### config.mk
export PLATFORM = sky130hd
export DESIGN_NAME = qwi_regmaster
export DESIGN_NICKNAME = d
export VERILOG_FILES = /design/src/rtl/qwi_regmaster.sv
export SDC_FILE = /design/constraint.sdc
export NUM_CORES = 1
export LEC_CHECK = 0
export BUFFER_PORTS_ARGS = -buffer_cell sky130_fd_sc_hd__buf_2
export CAP_MARGIN = 10
export CORE_AREA = 2 2 117 119
export CTS_CLUSTER_DIAMETER = 30
export CTS_CLUSTER_SIZE = 16
export DETAILED_ROUTE_END_ITERATION = 7
export DIE_AREA = 0 0 119 121
export HOLD_SLACK_MARGIN = 0.02
export PLACE_DENSITY = 0.81
export SETUP_SLACK_MARGIN = 0.1
export SYNTH_ARGS = -nofsm -noshare
export SYNTH_HDL_FRONTEND = slang
export SYNTH_SLANG_ARGS = --single-unit
### constraint.sdc
create_clock -name reg_clk -period 2.1 [get_ports reg_clk]
set_input_delay 0.525 -clock reg_clk [delete_from_list [all_inputs] [get_ports reg_clk]]
set_output_delay 0.525 -clock reg_clk [all_outputs]
set_load 0.02 [all_outputs]
### src/rtl/qwi_regmaster.sv
// Register-bus initiator: turns a valid/ready command stream into single-cycle
// register accesses, running partial-mask writes as read-modify-write.
module qwi_regmaster #(
  parameter int REGCNT = 32,
  parameter int AWID   = 12,
  parameter int DWID   = 32
) (
  input  logic              reg_clk,
  input  logic              reg_rst_n,
  input  logic              cmd_valid,
  output logic              cmd_ready,
  input  logic              cmd_wr,
  input  logic [AWID-1:0]   cmd_addr,
  input  logic [DWID-1:0]   cmd_data,
  input  logic [DWID/8-1:0] cmd_mask,
  output logic              rsp_valid,
  input  logic              rsp_ready,
  output logic [DWID-1:0]   rsp_data,
  output logic              rsp_err,
  output logic              reg_ce,
  output logic [DWID/8-1:0] reg_we,
  output logic [AWID-1:0]   reg_addr,
  output logic [DWID-1:0]   reg_wrd,
  input  logic [DWID-1:0]   reg_rdd,
  output logic              busy
);

  localparam int NB = DWID / 8;
  localparam logic [AWID:0] ADDR_LIM = (AWID + 1)'(REGCNT);

  typedef enum logic [1:0] {IDLE, RD, WR, RSP} state_t;

  state_t            state_q, state_d;
  logic              wr_q, wr_d;
  logic [DWID-1:0]   data_q, data_d;
  logic [NB-1:0]     mask_q, mask_d;
  logic [AWID-1:0]   reg_addr_q, reg_addr_d;
  logic [DWID-1:0]   reg_wrd_q, reg_wrd_d;
  logic [DWID-1:0]   rsp_data_q, rsp_data_d;
  logic              rsp_err_q, rsp_err_d;
  logic              cmd_ready_q, rsp_valid_q, reg_ce_q, busy_q;
  logic [NB-1:0]     reg_we_q;
  logic [DWID-1:0]   merged;

  always_comb begin
    merged = reg_rdd;
    for (int unsigned k = 0; k < NB; k++) begin
      if (mask_q[k]) merged[8*k +: 8] = data_q[8*k +: 8];
    end
  end

  // Outputs are registered from the next state so they line up with state_q.
  always_comb begin
    state_d    = state_q;
    wr_d       = wr_q;
    data_d     = data_q;
    mask_d     = mask_q;
    reg_addr_d = reg_addr_q;
    reg_wrd_d  = reg_wrd_q;
    rsp_data_d = rsp_data_q;
    rsp_err_d  = rsp_err_q;
    case (state_q)
      IDLE: begin
        if (cmd_valid && cmd_ready_q) begin
          wr_d   = cmd_wr;
          data_d = cmd_data;
          mask_d = cmd_mask;
          if ({1'b0, cmd_addr} >= ADDR_LIM) begin
            state_d    = RSP;
            rsp_err_d  = 1'b1;
            rsp_data_d = '0;
          end else begin
            rsp_err_d  = 1'b0;
            reg_addr_d = cmd_addr;
            if (cmd_wr && (&cmd_mask)) begin
              state_d   = WR;
              reg_wrd_d = cmd_data;
            end else begin
              state_d = RD;
            end
          end
        end
      end
      RD: begin
        if (wr_q && (|mask_q)) begin
          state_d   = WR;
          reg_wrd_d = merged;
        end else begin
          state_d    = RSP;
          rsp_data_d = reg_rdd;
        end
      end
      WR: begin
        state_d    = RSP;
        rsp_data_d = reg_wrd_q;
      end
      RSP: begin
        if (rsp_ready) state_d = IDLE;
      end
      default: state_d = IDLE;
    endcase
  end

  always_ff @(posedge reg_clk or negedge reg_rst_n) begin
    if (!reg_rst_n) begin
      state_q     <= IDLE;
      wr_q        <= 1'b0;
      data_q      <= '0;
      mask_q      <= '0;
      reg_addr_q  <= '0;
      reg_wrd_q   <= '0;
      rsp_data_q  <= '0;
      rsp_err_q   <= 1'b0;
      cmd_ready_q <= 1'b0;
      rsp_valid_q <= 1'b0;
      reg_ce_q    <= 1'b0;
      reg_we_q    <= '0;
      busy_q      <= 1'b0;
    end else begin
      state_q     <= state_d;
      wr_q        <= wr_d;
      data_q      <= data_d;
      mask_q      <= mask_d;
      reg_addr_q  <= reg_addr_d;
      reg_wrd_q   <= reg_wrd_d;
      rsp_data_q  <= rsp_data_d;
      rsp_err_q   <= rsp_err_d;
      cmd_ready_q <= (state_d == IDLE);
      rsp_valid_q <= (state_d == RSP);
      reg_ce_q    <= (state_d == RD) || (state_d == WR);
      reg_we_q    <= (state_d == WR) ? '1 : '0;
      busy_q      <= (state_d != IDLE);
    end
  end

  assign cmd_ready = cmd_ready_q;
  assign rsp_valid = rsp_valid_q;
  assign rsp_data  = rsp_data_q;
  assign rsp_err   = rsp_err_q;
  assign reg_ce    = reg_ce_q;
  assign reg_we    = reg_we_q;
  assign reg_addr  = reg_addr_q;
  assign reg_wrd   = reg_wrd_q;
  assign busy      = busy_q;

endmodule

==> metrics list <==
* Run status: finished clean
- The later pin in the worst-skew pair is clocked with a latency of around 0.41 ns.
- Tightest Pin Transition: 0.571 ns
- The die is 119 µm wide.
* Cell type group with the largest total delay on the critical path: compound AO/OA/AOI/OAI gates
- After detailed routing, the number of remaining DRC violations is 0.
* Largest net degree at the start of global routing: 65
- Max capacitance violation total: 0
- WL final: 14700 µm
- Iteration count of the initial detailed-routing pass: 4
- Vias per Instance: 5.04
- Class of the worst hold path: in2reg
- Of all nets on the critical path, the largest fanout is 32.
- The core region is 0.0131 mm².
- The congestion estimate from routability-driven global placement came to 0.823.
* Slowest cell on the critical path: sky130_fd_sc_hd__dfrtp_2
- GRT Util Overall: between 20% and 30%
- CTS Buf Count: 17
- In this run the number of H-tree levels came out at 4.
- The number of max-slew violations in the final report came to 0.
- Walking the worst path, the cells encountered are inv_2, ha_4, inv_1, o21a_1, a221o_4, buf_12, nand2_1, o21ai_2.
- Counting every net in the synthesized netlist gives 721.
- Final setup violation count: 0
- CTS tree: built
* Die footprint: 0.0144 mm²
- YS warnings: 0
- Static leakage: 0.00383 µW
- Summing every instance area after synthesis gives 0.00583 mm².
* Final Net Count: between 800 and 900
- The worst pin sits at a relative slew slack of between 60% and 70%.
* Wire length of the first global-routing pass: 24600 µm
- Final period util: 88.2%
- Overflow left after global routing: 0
- DRT antenna net count: 0
- Relative to the synthesized area, the layout overhead comes to 28.4%.
- VDD sags by at most 0.000779 V.
* Kind of capture point of the worst setup path: flip-flop
* Boundary pin count: 170
* PwrDens: 1670 mW/mm²
- The floorplan step set the die height to roughly 120 µm.
- The number of buffers and inverters on the critical path is 3.
- Data on the critical path arrives at its endpoint at ~2.2 ns.
- Required arrival time at the worst endpoint: 2.39 ns
- Placement Rows: 42
- The clock arrives with 0.00896 ns of skew.
- The via count of the first global-routing pass is 4943.
- The hold violation total from the final report is 0.
- Clock Root Buffer: sky130_fd_sc_hd__clkbuf_16
- Num Clock Sinks: between 100 and 150
* Number of distinct library cells after synthesis: 33
- Synthesized instance count: 630
* Final min period: ~1.9 ns
* Largest stage delay on the critical path: 0.44 ns
- The initial antenna violation count came to 1.
* Post-synthesis sequential area ratio: 51.9%
- Setup total negative slack: 0 ns
* Routed vias: 4946
- Post-Route Hold Slack: 0.316 ns
* Count of port buffers added during placement: 169
- Fraction of final layout cells sized beyond drive strength 1: 32.2%
* Final HPWL from detailed placement: 10200 µm
- Number of synthesized register bits: 121
- 1st-iter DRT viols: 353
- Each instance of the synthesized netlist takes up on average 9.25 µm².
- CTS clk-pin slew, worst paths: 0.06 ns
* Starting Density: 44.6%
- RSZ-0062 raised after global routing: no
- In the final routed layout, each cell accounts on average for 15.0 µm.
- Derived from the worst setup path, the maximum achievable clock frequency is 540 MHz.
- The worst setup path is launched from a flip-flop.
- Crit Path Category: reg2reg
- The longest clock path from root to sink contains 2 buffers.
## layout make-up
type / instances / area, µm²
inverters: 7 / 26.3
clock buffers: 29 / 510
diodes: 1 / 2.50
flip-flops and latches: 121 / 3030
clock inverters: 2 / 35.0
multi-input cells: 454 / 2580
well taps: 176 / 220
repair buffers: 192 / 1090
fillers: 1169 / 5600
## cell usage after synthesis
cell,n,area share (%)
sky130_fd_sc_hd__buf_6,8,1.5
sky130_fd_sc_hd__nor2_1,4,0.26
sky130_fd_sc_hd__o21bai_1,1,0.13
sky130_fd_sc_hd__buf_4,4,0.52
sky130_fd_sc_hd__nand2b_1,2,0.21
sky130_fd_sc_hd__ha_1,6,1.3
sky130_fd_sc_hd__mux2_2,5,0.97
sky130_fd_sc_hd__buf_1,1,0.064
sky130_fd_sc_hd__and3_1,1,0.11
sky130_fd_sc_hd__inv_1,7,0.45
sky130_fd_sc_hd__dfrtp_1,121,52
sky130_fd_sc_hd__nand4bb_1,1,0.19
sky130_fd_sc_hd__nor2b_1,3,0.32
sky130_fd_sc_hd__o21ai_1,5,0.43
sky130_fd_sc_hd__buf_2,6,0.52
sky130_fd_sc_hd__nand2_1,243,16
sky130_fd_sc_hd__nand3_1,5,0.43
sky130_fd_sc_hd__a21boi_0,1,0.13
sky130_fd_sc_hd__o211ai_1,2,0.26
sky130_fd_sc_hd__mux2i_1,32,5.5
sky130_fd_sc_hd__o21ai_0,67,5.8
sky130_fd_sc_hd__and2_1,7,0.75
sky130_fd_sc_hd__a21oi_1,1,0.086
sky130_fd_sc_hd__a22o_1,32,4.8
sky130_fd_sc_hd__clkbuf_1,29,1.9
sky130_fd_sc_hd__o21a_1,2,0.26
sky130_fd_sc_hd__o41ai_4,1,0.47
sky130_fd_sc_hd__nor4_4,1,0.36
sky130_fd_sc_hd__o211ai_2,1,0.21
sky130_fd_sc_hd__a32oi_1,1,0.15
sky130_fd_sc_hd__a221o_1,1,0.17
sky130_fd_sc_hd__o21ai_2,27,4.1
sky130_fd_sc_hd__nor3_1,2,0.17
## state kept, by name, summed over array words and instances, names as in the netlist
signal,cells
data_q,32
reg_wrd,32
rsp_data,32
reg_addr,12
mask_q,4
state_q,2
busy,1
cmd_ready,1
reg_ce,1
reg_we,1
rsp_err,1
rsp_valid,1
wr_q,1
## routing by layer
layer | wire length, µm | global-route usage, %
met1 | 6450 | 27.2
met2 | 7170 | 36.0
met3 | 708 | 4.61
met4 | 365 | 9.38
met5 | 0 | 0
## through the flow
stage               worst slack (ns)  std cells  power, µW  util, %  area, µm²
global placement               0.104        948       9570     52.7       6900
global route                   0.156        981      13400     57.2       7480
floorplan                      0.223        630       7990        -       5830
CTS                            0.112        980      12500     57.0       7460
detailed placement            0.0404        948       9770     52.7       6900
finish                         0.248        982      12500     57.2       7490
## final timing paths
check                             start      endpoint  slack (ns)  cells after the start
hold / removal             cmd_data[22]    data_q[22]        0.32                      3
max in group asynchronous     reg_rst_n  rsp_data[12]        0.97                      3
min in group asynchronous     reg_rst_n        reg_ce        0.54                      2
setup / recovery             state_q[1]   reg_wrd[17]        0.25                      8
setup reg to reg             state_q[1]   reg_wrd[17]        0.25                      8
hold reg to reg             rsp_data[1]   rsp_data[1]        0.47                      2
## repair_timing
action / CTS / global route
setup buffers: 0 / 1
pin swaps: 0 / 1
hold endpoints to repair: 17 / 0
resized for setup: 1 / 5
setup endpoints to repair: 33 / 63
hold buffers: 1 / 0
## cells by family (layout without fill, tap and decap cells)
group,Yosys count,count (layout),synth area share [%]
simple gates,269,269,18.5
compound gates,142,142,16.9
flops,121,121,51.9
buf+inv,55,230,4.96
mux,37,37,6.46
fa+ha+maj,6,6,1.29
other cells,0,1,0
## report_power, final
group | total [µW] | leakage [µW] | switching [µW] | internal (µW)
clock | 2710 | 0.000266 | 962 | 1740
combinational | 5850 | 0.00202 | 3700 | 2150
sequential | 3980 | 0.00155 | 621 | 3350
total | 12500 | 0.00383 | 5280 | 7250
## cell usage in the layout, fill, tap and decap left out, drive strengths merged, types with 2 or more instances in the layout
cell type and count:
mux2 5, o211ai 3, nor2b 3, nand3 5
ha 6, buf 191, nor3 2, nor2 4
nand2b 2, inv 7, and2 7, o21ai 99
dfrtp 121, clkbuf 29, a22o 32, nand2 243
o21a 2, mux2i 32
## worst register-to-register path, cell delays in order, from the launching register on
cell and delay [ns]:
sky130_fd_sc_hd__dfrtp_2 0.44, sky130_fd_sc_hd__inv_2 0.11, sky130_fd_sc_hd__ha_4 0.17, sky130_fd_sc_hd__inv_1 0.10, sky130_fd_sc_hd__o21a_1 0.19, sky130_fd_sc_hd__a221o_4 0.37
sky130_fd_sc_hd__buf_12 0.19, sky130_fd_sc_hd__nand2_1 0.12, sky130_fd_sc_hd__o21ai_2 0.05
Power figures use the tool's default switching activity.
